[src/rtl/spi_slave_rx_pkg.sv]
// Shared definitions for the SPI mode-0 slave receiver: FSM state encodings and default frame width.
package spi_slave_rx_pkg;

  localparam int SPI_DEFAULT_DATA_W = 16;

  typedef enum logic [1:0] {
    S_ARM   = 2'd0,
    S_IDLE  = 2'd1,
    S_SHIFT = 2'd2
  } state_e;

endpackage

[src/rtl/spi_slave_rx_sync_edge.sv]
// Multi-flop input synchronizer followed by one edge register; exposes synced level, rise and fall.
module spi_slave_rx_sync_edge #(
  parameter int   STAGES  = 2,
  parameter logic RST_VAL = 1'b0
) (
  input  logic clk,
  input  logic rst,
  input  logic din,
  output logic level,
  output logic rise,
  output logic fall
);

  logic [STAGES-1:0] sync_q, sync_d;
  logic              dly_q, dly_d;

  always_comb begin
    sync_d = {sync_q[STAGES-2:0], din};
    dly_d  = sync_q[STAGES-1];
  end

  always_ff @(posedge clk or posedge rst) begin
    if (rst) begin
      sync_q <= {STAGES{RST_VAL}};
      dly_q  <= RST_VAL;
    end else begin
      sync_q <= sync_d;
      dly_q  <= dly_d;
    end
  end

  assign level = sync_q[STAGES-1];
  assign rise  = level & ~dly_q;
  assign fall  = ~level & dly_q;

endmodule

[src/rtl/spi_slave_rx.sv]
// SPI mode-0 slave receiver, oversampled in the clk domain; one-cycle strobe per complete frame.
// Defining SPI_RX_MISO_EN adds a miso port that echoes the previously accepted word.
module spi_slave_rx
  import spi_slave_rx_pkg::*;
#(
  parameter int DATA_W      = SPI_DEFAULT_DATA_W,
  parameter int SYNC_STAGES = 2
) (
  input  logic              clk,
  input  logic              rst,
  input  logic              sclk,
  input  logic              mosi,
  input  logic              cs,
  output logic [DATA_W-1:0] rx_data,
  output logic              rx_valid,
  output logic              frame_err,
  output logic              busy
`ifdef SPI_RX_MISO_EN
  ,
  output logic              miso
`endif
);

  localparam int                  CNT_W      = $clog2(DATA_W + 2);
  localparam int                  FLUSH_W    = $clog2(SYNC_STAGES + 1);
  localparam logic [CNT_W-1:0]    CNT_ONE    = CNT_W'(1);
  localparam logic [CNT_W-1:0]    CNT_DATA   = CNT_W'(DATA_W);
  localparam logic [CNT_W-1:0]    CNT_MAX    = CNT_W'(DATA_W + 1);
  localparam logic [FLUSH_W-1:0]  FLUSH_ONE  = FLUSH_W'(1);
  localparam logic [FLUSH_W-1:0]  FLUSH_INIT = FLUSH_W'(SYNC_STAGES);

  logic sclk_rise, sclk_fall, sclk_lvl_unused;
  logic cs_lvl, cs_rise_unused, cs_fall_unused;
  logic mosi_lvl, mosi_rise_unused, mosi_fall_unused;

  spi_slave_rx_sync_edge #(.STAGES(SYNC_STAGES), .RST_VAL(1'b0)) u_sync_sclk (
    .clk   (clk),
    .rst   (rst),
    .din   (sclk),
    .level (sclk_lvl_unused),
    .rise  (sclk_rise),
    .fall  (sclk_fall)
  );

  spi_slave_rx_sync_edge #(.STAGES(SYNC_STAGES), .RST_VAL(1'b1)) u_sync_cs (
    .clk   (clk),
    .rst   (rst),
    .din   (cs),
    .level (cs_lvl),
    .rise  (cs_rise_unused),
    .fall  (cs_fall_unused)
  );

  spi_slave_rx_sync_edge #(.STAGES(SYNC_STAGES), .RST_VAL(1'b0)) u_sync_mosi (
    .clk   (clk),
    .rst   (rst),
    .din   (mosi),
    .level (mosi_lvl),
    .rise  (mosi_rise_unused),
    .fall  (mosi_fall_unused)
  );

  state_e              state_q, state_d;
  logic [DATA_W-1:0]   shreg_q, shreg_d;
  logic [CNT_W-1:0]    cnt_q, cnt_d;
  logic [FLUSH_W-1:0]  flush_q, flush_d;
  logic [DATA_W-1:0]   rx_data_q, rx_data_d;
  logic                rx_valid_q, rx_valid_d;
  logic                frame_err_q, frame_err_d;
  logic                busy_q, busy_d;
`ifdef SPI_RX_MISO_EN
  logic [DATA_W-1:0]   tx_q, tx_d;
  logic                miso_q, miso_d;
`else
  logic                sclk_fall_unused;
  assign sclk_fall_unused = sclk_fall;
`endif

  always_comb begin
    state_d     = state_q;
    shreg_d     = shreg_q;
    cnt_d       = cnt_q;
    flush_d     = flush_q;
    rx_data_d   = rx_data_q;
    rx_valid_d  = 1'b0;
    frame_err_d = 1'b0;
`ifdef SPI_RX_MISO_EN
    tx_d        = tx_q;
`endif
    case (state_q)
      // The cs synchronizer resets to idle-high, so its output is only trusted once the
      // reset value has been flushed out; otherwise a frame in flight would look freshly started.
      S_ARM: begin
        if (flush_q != '0) begin
          flush_d = flush_q - FLUSH_ONE;
        end else if (cs_lvl) begin
          state_d = S_IDLE;
        end
      end
      S_IDLE: begin
        if (!cs_lvl) begin
          shreg_d = '0;
          cnt_d   = '0;
          state_d = S_SHIFT;
`ifdef SPI_RX_MISO_EN
          tx_d    = rx_data_q;
`endif
        end
      end
      S_SHIFT: begin
        if (sclk_rise) begin
          shreg_d = {shreg_q[DATA_W-2:0], mosi_lvl};
          if (cnt_q != CNT_MAX) cnt_d = cnt_q + CNT_ONE;
        end
`ifdef SPI_RX_MISO_EN
        if (sclk_fall) tx_d = {tx_q[DATA_W-2:0], 1'b0};
`endif
        // A bit clocked in the release cycle still counts toward the frame.
        if (cs_lvl) begin
          if (cnt_d == CNT_DATA) begin
            rx_data_d  = shreg_d;
            rx_valid_d = 1'b1;
          end else begin
            frame_err_d = 1'b1;
          end
          state_d = S_IDLE;
        end
      end
      default: state_d = S_ARM;
    endcase
    busy_d = (state_d == S_SHIFT);
`ifdef SPI_RX_MISO_EN
    miso_d = (state_d == S_SHIFT) ? tx_d[DATA_W-1] : 1'b0;
`endif
  end

  always_ff @(posedge clk or posedge rst) begin
    if (rst) begin
      state_q     <= S_ARM;
      shreg_q     <= '0;
      cnt_q       <= '0;
      flush_q     <= FLUSH_INIT;
      rx_data_q   <= '0;
      rx_valid_q  <= 1'b0;
      frame_err_q <= 1'b0;
      busy_q      <= 1'b0;
`ifdef SPI_RX_MISO_EN
      tx_q        <= '0;
      miso_q      <= 1'b0;
`endif
    end else begin
      state_q     <= state_d;
      shreg_q     <= shreg_d;
      cnt_q       <= cnt_d;
      flush_q     <= flush_d;
      rx_data_q   <= rx_data_d;
      rx_valid_q  <= rx_valid_d;
      frame_err_q <= frame_err_d;
      busy_q      <= busy_d;
`ifdef SPI_RX_MISO_EN
      tx_q        <= tx_d;
      miso_q      <= miso_d;
`endif
    end
  end

  assign rx_data   = rx_data_q;
  assign rx_valid  = rx_valid_q;
  assign frame_err = frame_err_q;
  assign busy      = busy_q;
`ifdef SPI_RX_MISO_EN
  assign miso      = miso_q;
`endif

endmodule

[config.mk]
export PLATFORM = sky130hd
export DESIGN_NAME = spi_slave_rx
export DESIGN_NICKNAME = d
export VERILOG_FILES = /design/src/rtl/spi_slave_rx_pkg.sv /design/src/rtl/spi_slave_rx_sync_edge.sv /design/src/rtl/spi_slave_rx.sv
export SDC_FILE = /design/constraint.sdc
export NUM_CORES = 1
export LEC_CHECK = 0
export ABC_AREA = 0
export ABC_CLOCK_PERIOD_IN_PS = 4700
export BUFFER_PORTS_ARGS = -buffer_cell sky130_fd_sc_hd__buf_2
export CELL_PAD_IN_SITES_DETAIL_PLACEMENT = 0
export CELL_PAD_IN_SITES_GLOBAL_PLACEMENT = 2
export CORE_ASPECT_RATIO = 0.5
export CORE_UTILIZATION = 40
export DETAILED_ROUTE_END_ITERATION = 16
export GPL_TIMING_DRIVEN = 0
export HOLD_SLACK_MARGIN = 0.02
export PLACE_DENSITY = 0.77
export SETUP_SLACK_MARGIN = 0.05
export SLEW_MARGIN = 10
export SYNTH_ARGS = -nofsm -noshare
export SYNTH_HDL_FRONTEND = slang
export SYNTH_SLANG_ARGS = --single-unit
[constraint.sdc]
create_clock -name clk -period 4.7 [get_ports clk]
set_clock_uncertainty 0.05 [all_clocks]
set_input_delay 0.705 -clock clk [delete_from_list [all_inputs] [get_ports clk]]
set_output_delay 0.705 -clock clk [all_outputs]
set_load 0.02 [all_outputs]
==> impl_metrics.ini, run 1 <==
[placement]
hpwl_um = 2640
dpl-instance-area_um2 = 2470
place_ws_ns = 2.04
gp_congestion = 0.724
io_buffers = 23

[route]
drcViolationCount = 0
dr_wl_met2_um = 1820
drt.antenna.violating_nets = 0
viasPerCell = 5.02
routed_wl_um = 3940
wl_met1_um = 2010
topRoutingLayerUsed = met3
vias = 1360
wl_per_cell_um = 14.5
drtIter0Drc = 34
met3WireLength_um = 111
first_pass_iters = 4

[timing]
timing.fmax_mhz = 379
tns_ns = 0
slew_violations = 0
slew_headroom_pct = 54.7
period_share_pct = 56.1
tightestPinTransition_ns = 0.679
setup_violations = 0
fin_ws_ns = 2.06
finalHoldViolCount = 0
post-route-min-period_ns = 2.64
rsz0062_at_grt = no

[floorplan]
rows = 18
die_y_um = 55.1
io_pins = 24
core_area_um2 = 5160
die_area_um2 = 5950
start_util_pct = 43.7
die_w_um = 108

[critical_path]
crit_path_end_kind = register
cpMaxStageDelayCell = a2111oi_4
worstReg2RegEnd = rx_data[0]
startpoint_type = register
cp.required_ns = 4.84
worst_r2r_path_depth = 7
worst_r2r_startpoint = cnt_q[0]
arrival_ns = 2.77
reg2reg_slack_ns = 2.06
cp_max_fo = 10
path_class = reg2reg
cp_cell_sequence = ha_1 > and3b_1 > nor3b_1 > nor3_1 > a2111oi_4 > buf_6 > mux2_2
worst_path_largest_cell_delay_ns = 0.63

[finish]
final_area_um2 = 2600
post_route_cells_drive_above_1_share_pct = 38.8
multi_input_area_um2 = 888
num_antenna_cells = 0
layout-area-overhead-vs-synth_pct = 15.3
seq_area_um2 = 1280
fillers = 478
fin_nets = 208

[hold_path]
min-delay-start = u_sync_sclk.sync_q[0]
hold_class = reg2reg
min_path_cells = 0
min_to = u_sync_sclk.sync_q[1]

[synth]
synth-warning-count = 0
ys.flop_type = dfrtp_1
ys_ff_latch = 51
synth_seq_area_share_pct = 56.8
syn_avg_cell_area_um2 = 13.3
netlist_instances = 169
syn-num-nets = 177
syn-cell-area_um2 = 2250
synth-edff-count = 0
async_flop_share_pct = 100
synth_cell_types = 34

[power]
p_switching_uw = 182
power_frac_seq_pct = 55.1
power_density_nw_per_um2 = 317
intPower_uw = 640
sw_frac_of_total_pct = 22.2
power_frac_clock_pct = 38.8
peakVddDrop_mv = 0.167
finalPower_uw = 822
pwr-share-comb_pct = 6.1
leakagePower_nw = 1.26

[clock_tree]
cts_buffer_depth = 2
cts_resized = 0
htree_levels = 2
cts.clk_slew.worst_paths_ns = 0.09
cts_sinks = 51
post_cts_buffers = 0
cts_inserted_buffers = 5
cts_tree = built
root_buffer = clkbuf_8
cts_hold_buf = 0
clock_latency_ns = 0.30

[run]
maxCapViolCount = 0

[global_route]
grt_first_pass_wirelength_um = 6420
grt_usage_pct = 14.7
antenna_found_initial = 0
grt_overflow_total = 0
grt_max_degree = 34
grt_pass1_vias = 1339

[run_status]
status = finished, final reports clean
final cells by class:
cell class | instances | share of cell area, %
Clock inverter | 2 | 1.49
Inverter | 4 | 0.578
Buffer | 9 | 2.65
Tap cell | 70 | 3.37
Sequential cell | 51 | 49.3
Multi-Input combinational cell | 105 | 34.2
Timing Repair Buffer | 24 | 5.20
Clock buffer | 6 | 3.18
worst max-delay path: cells and delay by family, from the launching register on:
kind | cells | cell delay (ns)
AO/OA/AOI/OAI | 1 | 0.63
AND/OR/NAND/NOR | 3 | 0.56
flip-flops | 1 | 0.46
multiplexers | 1 | 0.34
adder cells (fa/ha/maj) | 1 | 0.24
buffers and inverters | 1 | 0.24
cells in the final DEF (no fill, tap or decap), drive strengths merged, types with 5 or more instances in the layout:
cell,synthesis,layout
o21ai,5,5
mux2,32,32
dfrtp,48,48
buf,6,30
nor2,9,9
inv,4,5
a21oi,5,5
nand2,7,7
clkbuf,3,9
a22o,16,16
per-layer routing:
| layer | GRT usage (%) | up-vias |
|---|---|---|
| met3 | 3.86 | 0 |
| met4 | 4.79 | 0 |
| met2 | 25.8 | 14 |
| met5 | 0 | - |
| li1 | - | 671 |
| met1 | 18.2 | 675 |
Yosys cell counts (3+ instances only):
cell	n	share of area (%)
ha_1	3	1.7
nand3_1	3	0.67
o21ai_0	5	1.1
nand3b_1	3	1.0
clkbuf_1	3	0.50
dfstp_2	3	3.5
nand2b_1	4	1.1
dfrtp_1	48	53
inv_1	4	0.67
a21oi_1	5	1.1
nand2_1	7	1.2
nor2_1	7	1.2
buf_6	4	2.0
mux2_2	32	16
a22o_1	16	6.2
nor3_1	4	0.89
how the worst max path moves through the flow:
stage	startpoint	to	slack (ns)	depth (start not counted)
floorplan	cnt_q[0]	rx_data[0]	2.40	7
global placement	rst	u_sync_sclk.dly_q	2.06	2
detailed placement	cnt_q[0]	rx_data[0]	2.04	7
CTS	cnt_q[0]	rx_data[0]	2.06	7
global route	cnt_q[0]	rx_data[1]	1.94	7
finish	cnt_q[0]	rx_data[0]	2.06	7
power by group through the flow:
stage	clock, mW	sequential, mW	combinational, mW
floorplan	0	0.461	0.0355
global placement	0	0.461	0.0481
detailed placement	0	0.461	0.0513
CTS	0.336	0.453	0.0514
global route	0.351	0.454	0.0565
finish	0.319	0.453	0.0502
logic make-up (layout without fill, tap and decap cells):
family / after synthesis / in the layout / synth area share, %
xor gates and xnor gates: 2 / 2 / 0.778
buffers and inverters: 13 / 45 / 3.72
and+or+nand+nor: 35 / 35 / 9.33
DFF: 51 / 51 / 56.8
muxes: 32 / 32 / 16.0
AOI/OAI and AO/OA: 33 / 33 / 11.7
adders and majority gates: 3 / 3 / 1.67
registers in the layout, summed over array words and instances (netlist names):
register,cells
busy,1
cnt_q,5
flush_q,2
frame_err,1
rx_data,16
rx_valid,1
shreg_q,16
state_q,2
u_sync_cs.sync_q,2
u_sync_mosi.sync_q,2
u_sync_sclk.dly_q,1
u_sync_sclk.sync_q,2
through the flow:
stage                     hold WS (ns)  util, %  cells
after floorplan                  0.281        -    169
after global placement           0.282     47.6    262
after detailed placement         0.289     48.0    263
after CTS                        0.311     50.3    271
after global routing             0.329     50.3    271
final                            0.307     50.3    271
No activity file was read; power rests on OpenSTA's default activity.
==> run 2: changes to the inputs <==
ABC_CLOCK_PERIOD_IN_PS = 2400   (was 4700)
CORE_UTILIZATION = 36   (was 40)
PLACE_DENSITY = 0.73   (was 0.77)
clock period = 2.4 ns   (was 4.7 ns; I/O delays follow)
==> run 2 against run 1 <==
First-iteration DRC count increased by 150%. Hold slack got worse by 0.27 ns. Critical path depth increased by 1. Combinational power increased by 100%. Register-to-register slack got worse by 1.9 ns. Global-route usage decreased by 0.77 points. Flip-flop and latch count unchanged. Largest cell class unchanged. Critical endpoint is now rx_data[1]. Maximum frequency increased by 17%. Sequential power increased by 96%.
==> impl_metrics.ini, run 2 (synthesis gave the netlist of run 1 again) <==
[run_status]
status = finished, final reports clean

[floorplan]
io_pins = 24
core_area_um2 = 5750
rows = 19
start_util_pct = 39.1
die_y_um = 57.9
die_area_um2 = 6600
die_w_um = 114

[route]
vias = 1433
drt.antenna.violating_nets = 0
routed_wl_um = 4230
wl_per_cell_um = 14.6
drcViolationCount = 0
viasPerCell = 4.94
drtIter0Drc = 84
first_pass_iters = 4

[global_route]
grt_pass1_vias = 1390
grt_max_degree = 32
grt_overflow_total = 0
antenna_found_initial = 0
grt_usage_pct = 13.9
grt_first_pass_wirelength_um = 6930

[finish]
final_common_cell = dfrtp_1
fin_nets = 213
most-common-layout-cells = dfrtp_1 (47), mux2_2 (32), buf_2 (24)
layout-area-overhead-vs-synth_pct = 19.2
fillers = 550
num_antenna_cells = 0
post_route_cells_drive_above_1_share_pct = 41.3

[timing]
slew_violations = 0
slew_headroom_pct = 64.2
period_share_pct = 93.8
timing.fmax_mhz = 444
rsz0062_at_grt = no
post-route-min-period_ns = 2.25
finalHoldViolCount = 0
tightestPinTransition_ns = 0.533
whs_ns = 0.0343
setup_violations = 0

[critical_path]
cpMaxStageDelayCell = dfrtp_2
cp_cell_sequence = ha_1 > and4bb_4 > nor2_8 > nor2_2 > a2111oi_4 > buf_4 > buf_6 > mux2_2
crit_path_end_kind = register
path_class = reg2reg
critPathBufInv = 2
worst_path_largest_cell_delay_ns = 0.45
startpoint_type = register
arrival_ns = 2.38
cp.required_ns = 2.53
cp_max_fo = 10
critPathTopFamily = flip-flops

[clock_tree]
htree_levels = 2
cts_buffer_depth = 2
root_buffer = clkbuf_16
cts_tree = built
clock_latency_ns = 0.29
cts_hold_buf = 0
cts.clk_slew.worst_paths_ns = 0.07
cts_inserted_buffers = 5
cts_sinks = 51

[power]
power_density_nw_per_um2 = 638
finalPower_mw = 1.71
peakVddDrop_mv = 0.351
leakagePower_nw = 1.30

[placement]
hpwl_um = 2730
io_buffers = 23
gp_congestion = 0.734

[run]
maxCapViolCount = 0

[hold_path]
hold_class = in2async
-- run 2: final timing paths --
kind / end / cells past startpoint / slack [ns] / start
setup / recovery: rx_data[1] / 8 / 0.15 / cnt_q[0]
max in group asynchronous: cnt_q[0] / 3 / 1.72 / rst
min in group clk: u_sync_cs.sync_q[0] / 1 / 0.11 / cs
setup reg to reg: rx_data[1] / 8 / 0.15 / cnt_q[0]
hold / removal: rx_data[3] / 2 / 0.03 / rst
hold reg to reg: u_sync_sclk.sync_q[1] / 0 / 0.30 / u_sync_sclk.sync_q[0]
-- run 2: power breakdown --
group | switching (mW) | internal, mW
sequential | 0.0121 | 0.875
combinational | 0.0654 | 0.0364
clock | 0.330 | 0.392
-- run 2: metrics by stage --
step	setup slack (ns)	instances	cell area, um^2	util, %	setup TNS (ns)
final	0.149	290	2680	46.7	0
after global placement	-0.193	276	2470	43.0	-1.76
after global routing	0.0469	290	2680	46.7	0
after floorplan	0.0972	169	2250	-	0
after CTS	0.108	287	2650	46.1	0
after detailed placement	-0.255	277	2490	43.3	-2.57
-- run 2: what timing repair did --
item | in CTS | in global routing
endpoints found under the setup margin | 16 | 24
resized for setup | 0 | 3
gates cloned | 0 | 0
pin swaps | 1 | 0
buffers inserted | 2 | 3
-- run 2: worst register-to-register path, cell delays in order, from the launching register on --
cell and delay [ns]:
dfrtp_2 0.45, ha_1 0.21, and4bb_4 0.23, nor2_8 0.13, nor2_2 0.08, a2111oi_4 0.31
buf_4 0.20, buf_6 0.15, mux2_2 0.34
-- run 2: per-layer routing --
| metal | track usage (%) | vias up | part of all wire (%) |
|---|---|---|---|
| met5 | 0 | - | 0 |
| met2 | 22.4 | 26 | 44 |
| met3 | 4.39 | 4 | 3.4 |
| met4 | 3.90 | 0 | 0.90 |
| met1 | 18.4 | 722 | 51 |
| li1 | - | 681 | - |
-- run 2: area by class of cell --
| cell class | instances | area, um^2 | area share, % |
|---|---|---|---|
| buffer | 9 | 68.8 | 2.56 |
| clock buffer | 6 | 129 | 4.80 |
| clock inverter | 2 | 16.3 | 0.606 |
| inverter | 4 | 15.0 | 0.559 |
| multi-input combinational | 105 | 896 | 33.4 |
| sequential | 51 | 1280 | 47.7 |
| tap | 84 | 105 | 3.92 |
| timing repair buffer | 29 | 173 | 6.43 |
==> run 3: changes to the inputs <==
HOLD_SLACK_MARGIN = unset   (was 0.02)
SYNTH_HIERARCHICAL = 1   (was unset)
==> run 3 against run 2 <==
Maximum frequency is essentially flat. Sequential power grew 0.6%. Global-route usage grew 0.64 points. First-iteration DRC count shrank 54%. Non-clock buffer count is the same. Via count shrank 0.70%. Combinational power grew 26%. Cell count grew 3.4%. Count of clock-buffer cells in the layout grew 1. Core utilization shrank 1.6 points. Power grew 1.8%. Final area grew 3.3%. Critical path type unchanged. Highest routed layer unchanged.
==> impl_metrics.ini, run 3 <==
[run_status]
status = finished, final reports clean

[critical_path]
arrival_ns = 2.37
critPathBufInv = 3
worst_path_largest_cell_delay_ns = 0.41
cp_max_fo = 10
cp.required_ns = 2.52
path_class = reg2reg
startpoint_type = register
cp_cell_sequence = inv_1 > ha_2 > nand3b_4 > o21ai_4 > mux2i_1 > nor4_4 > buf_6 > buf_8 > mux2_4
critPathTopFamily = multiplexers
cpMaxStageDelayCell = dfrtp_1
crit_path_end_kind = register

[placement]
gp_congestion = 0.756
hpwl_um = 2790
dpl-instance-area_um2 = 2570
io_buffers = 23

[finish]
seq_area_um2 = 1280
final_area_um2 = 2770
post_route_cells_drive_above_1_share_pct = 40.1
fin_util_pct = 45.0
multi_input_area_um2 = 937
most-common-layout-cells = dfrtp_1 (47), buf_2 (24), mux2_2 (23)
final_common_cell = dfrtp_1
layout-area-overhead-vs-synth_pct = 19.5
fillers = 571
fin_nets = 219
num_antenna_cells = 0

[global_route]
grt_pass1_vias = 1475
grt_usage_pct = 14.6
grt_max_degree = 24
antenna_found_initial = 0
grt_first_pass_wirelength_um = 7330
grt_overflow_total = 0

[route]
drt.antenna.violating_nets = 0
routed_wl_um = 4220
wl_per_cell_um = 14.1
vias = 1423
drtIter0Drc = 39
drcViolationCount = 0
first_pass_iters = 4
viasPerCell = 4.74

[clock_tree]
cts_inserted_buffers = 5
htree_levels = 2
cts_buffer_depth = 2
root_buffer = clkbuf_16
cts.clk_slew.worst_paths_ns = 0.07
clock_latency_ns = 0.28
cts_sinks = 51
cts_tree = built

[floorplan]
io_pins = 24
core_area_um2 = 6160
die_w_um = 116
die_area_um2 = 6790
start_util_pct = 37.7
die_y_um = 58.8
rows = 20

[timing]
post-route-min-period_ns = 2.25
setup_violations = 0
finalHoldViolCount = 0
rsz0062_at_grt = no
tns_ns = 0
timing.fmax_mhz = 445
slew_headroom_pct = 66.2
period_share_pct = 93.7
tightestPinTransition_ns = 0.507
slew_violations = 0
whs_ns = 0.126

[hold_path]
hold_class = in2reg

[synth]
syn_avg_cell_area_um2 = 13.2
netlist_instances = 176
syn-num-nets = 184
synth-warning-count = 6
syn-cell-area_um2 = 2320

[power]
peakVddDrop_mv = 0.288
leakagePower_nw = 1.38
power_density_nw_per_um2 = 628

[run]
maxCapViolCount = 0
==> run 3: path summary, 6_finish.rpt <==
check	start	slack, ns	end	depth (start not counted)
setup / recovery	cnt_q[1]	0.15	rx_data[15]	9
hold reg to reg	u_sync_sclk/sync_q[0]	0.30	u_sync_sclk/sync_q[1]	0
setup reg to reg	cnt_q[1]	0.15	rx_data[15]	9
max in group asynchronous	rst	1.11	flush_q[1]	4
hold / removal	cs	0.13	u_sync_cs/sync_q[0]	1
min in group asynchronous	rst	0.45	u_sync_mosi/sync_q[1]	3
==> run 3: worst register-to-register path: stages (launching register included) <==
cell and delay [ns]:
dfrtp_1 0.41, inv_1 0.09, ha_2 0.21, nand3b_4 0.10, o21ai_4 0.17, mux2i_1 0.15, nor4_4 0.31, buf_6 0.17
buf_8 0.17, mux2_4 0.31
==> run 3: power by group <==
| group | total [mW] | internal [mW] | switching, mW |
|---|---|---|---|
| combinational | 0.129 | 0.0486 | 0.0802 |
| sequential | 0.892 | 0.879 | 0.0133 |
| clock | 0.721 | 0.418 | 0.304 |
| total | 1.74 | 1.34 | 0.397 |
==> run 3: cell type report <==
type,instances,area share (%)
plain buffers,10,3.02
clock buffers,7,5.14
multi-input cells,107,33.8
clock inverters,1,0.316
inverters,8,1.08
repair buffers,28,6.45
well taps,88,3.97
flip-flops and latches,51,46.2
==> run 3: what timing repair did <==
item / in CTS / in global routing
resized for setup: 0 / 7
buffers inserted: 2 / 1
hold endpoints to repair: 5 / 0
pin swaps: 1 / 0
hold buffers: 1 / 0
endpoints found under the setup margin: 16 / 22
==> run 3: per-layer routing <==
layer  part of all wire (%)  vias to the layer above  routed length [um]  track usage (%)
li1                       -                      698                   -                -
met5                      0                        -                   0                0
met1                     50                      704                2130             19.8
met2                     46                       18                1950             22.6
met4                   0.50                        0                  21             5.01
met3                    2.9                        3                 121             4.02
==> run 3: per-stage QoR <==
stage / setup slack (ns) / instances / power, mW
4_1_cts: 0.0574 / 299 / 1.77
3_3_place_gp: -0.152 / 287 / 1.02
6_report: 0.151 / 300 / 1.74
2_1_floorplan: 0.128 / 176 / 0.993
3_5_place_dp: -0.215 / 288 / 1.03
5_1_grt: 0.0694 / 300 / 1.84
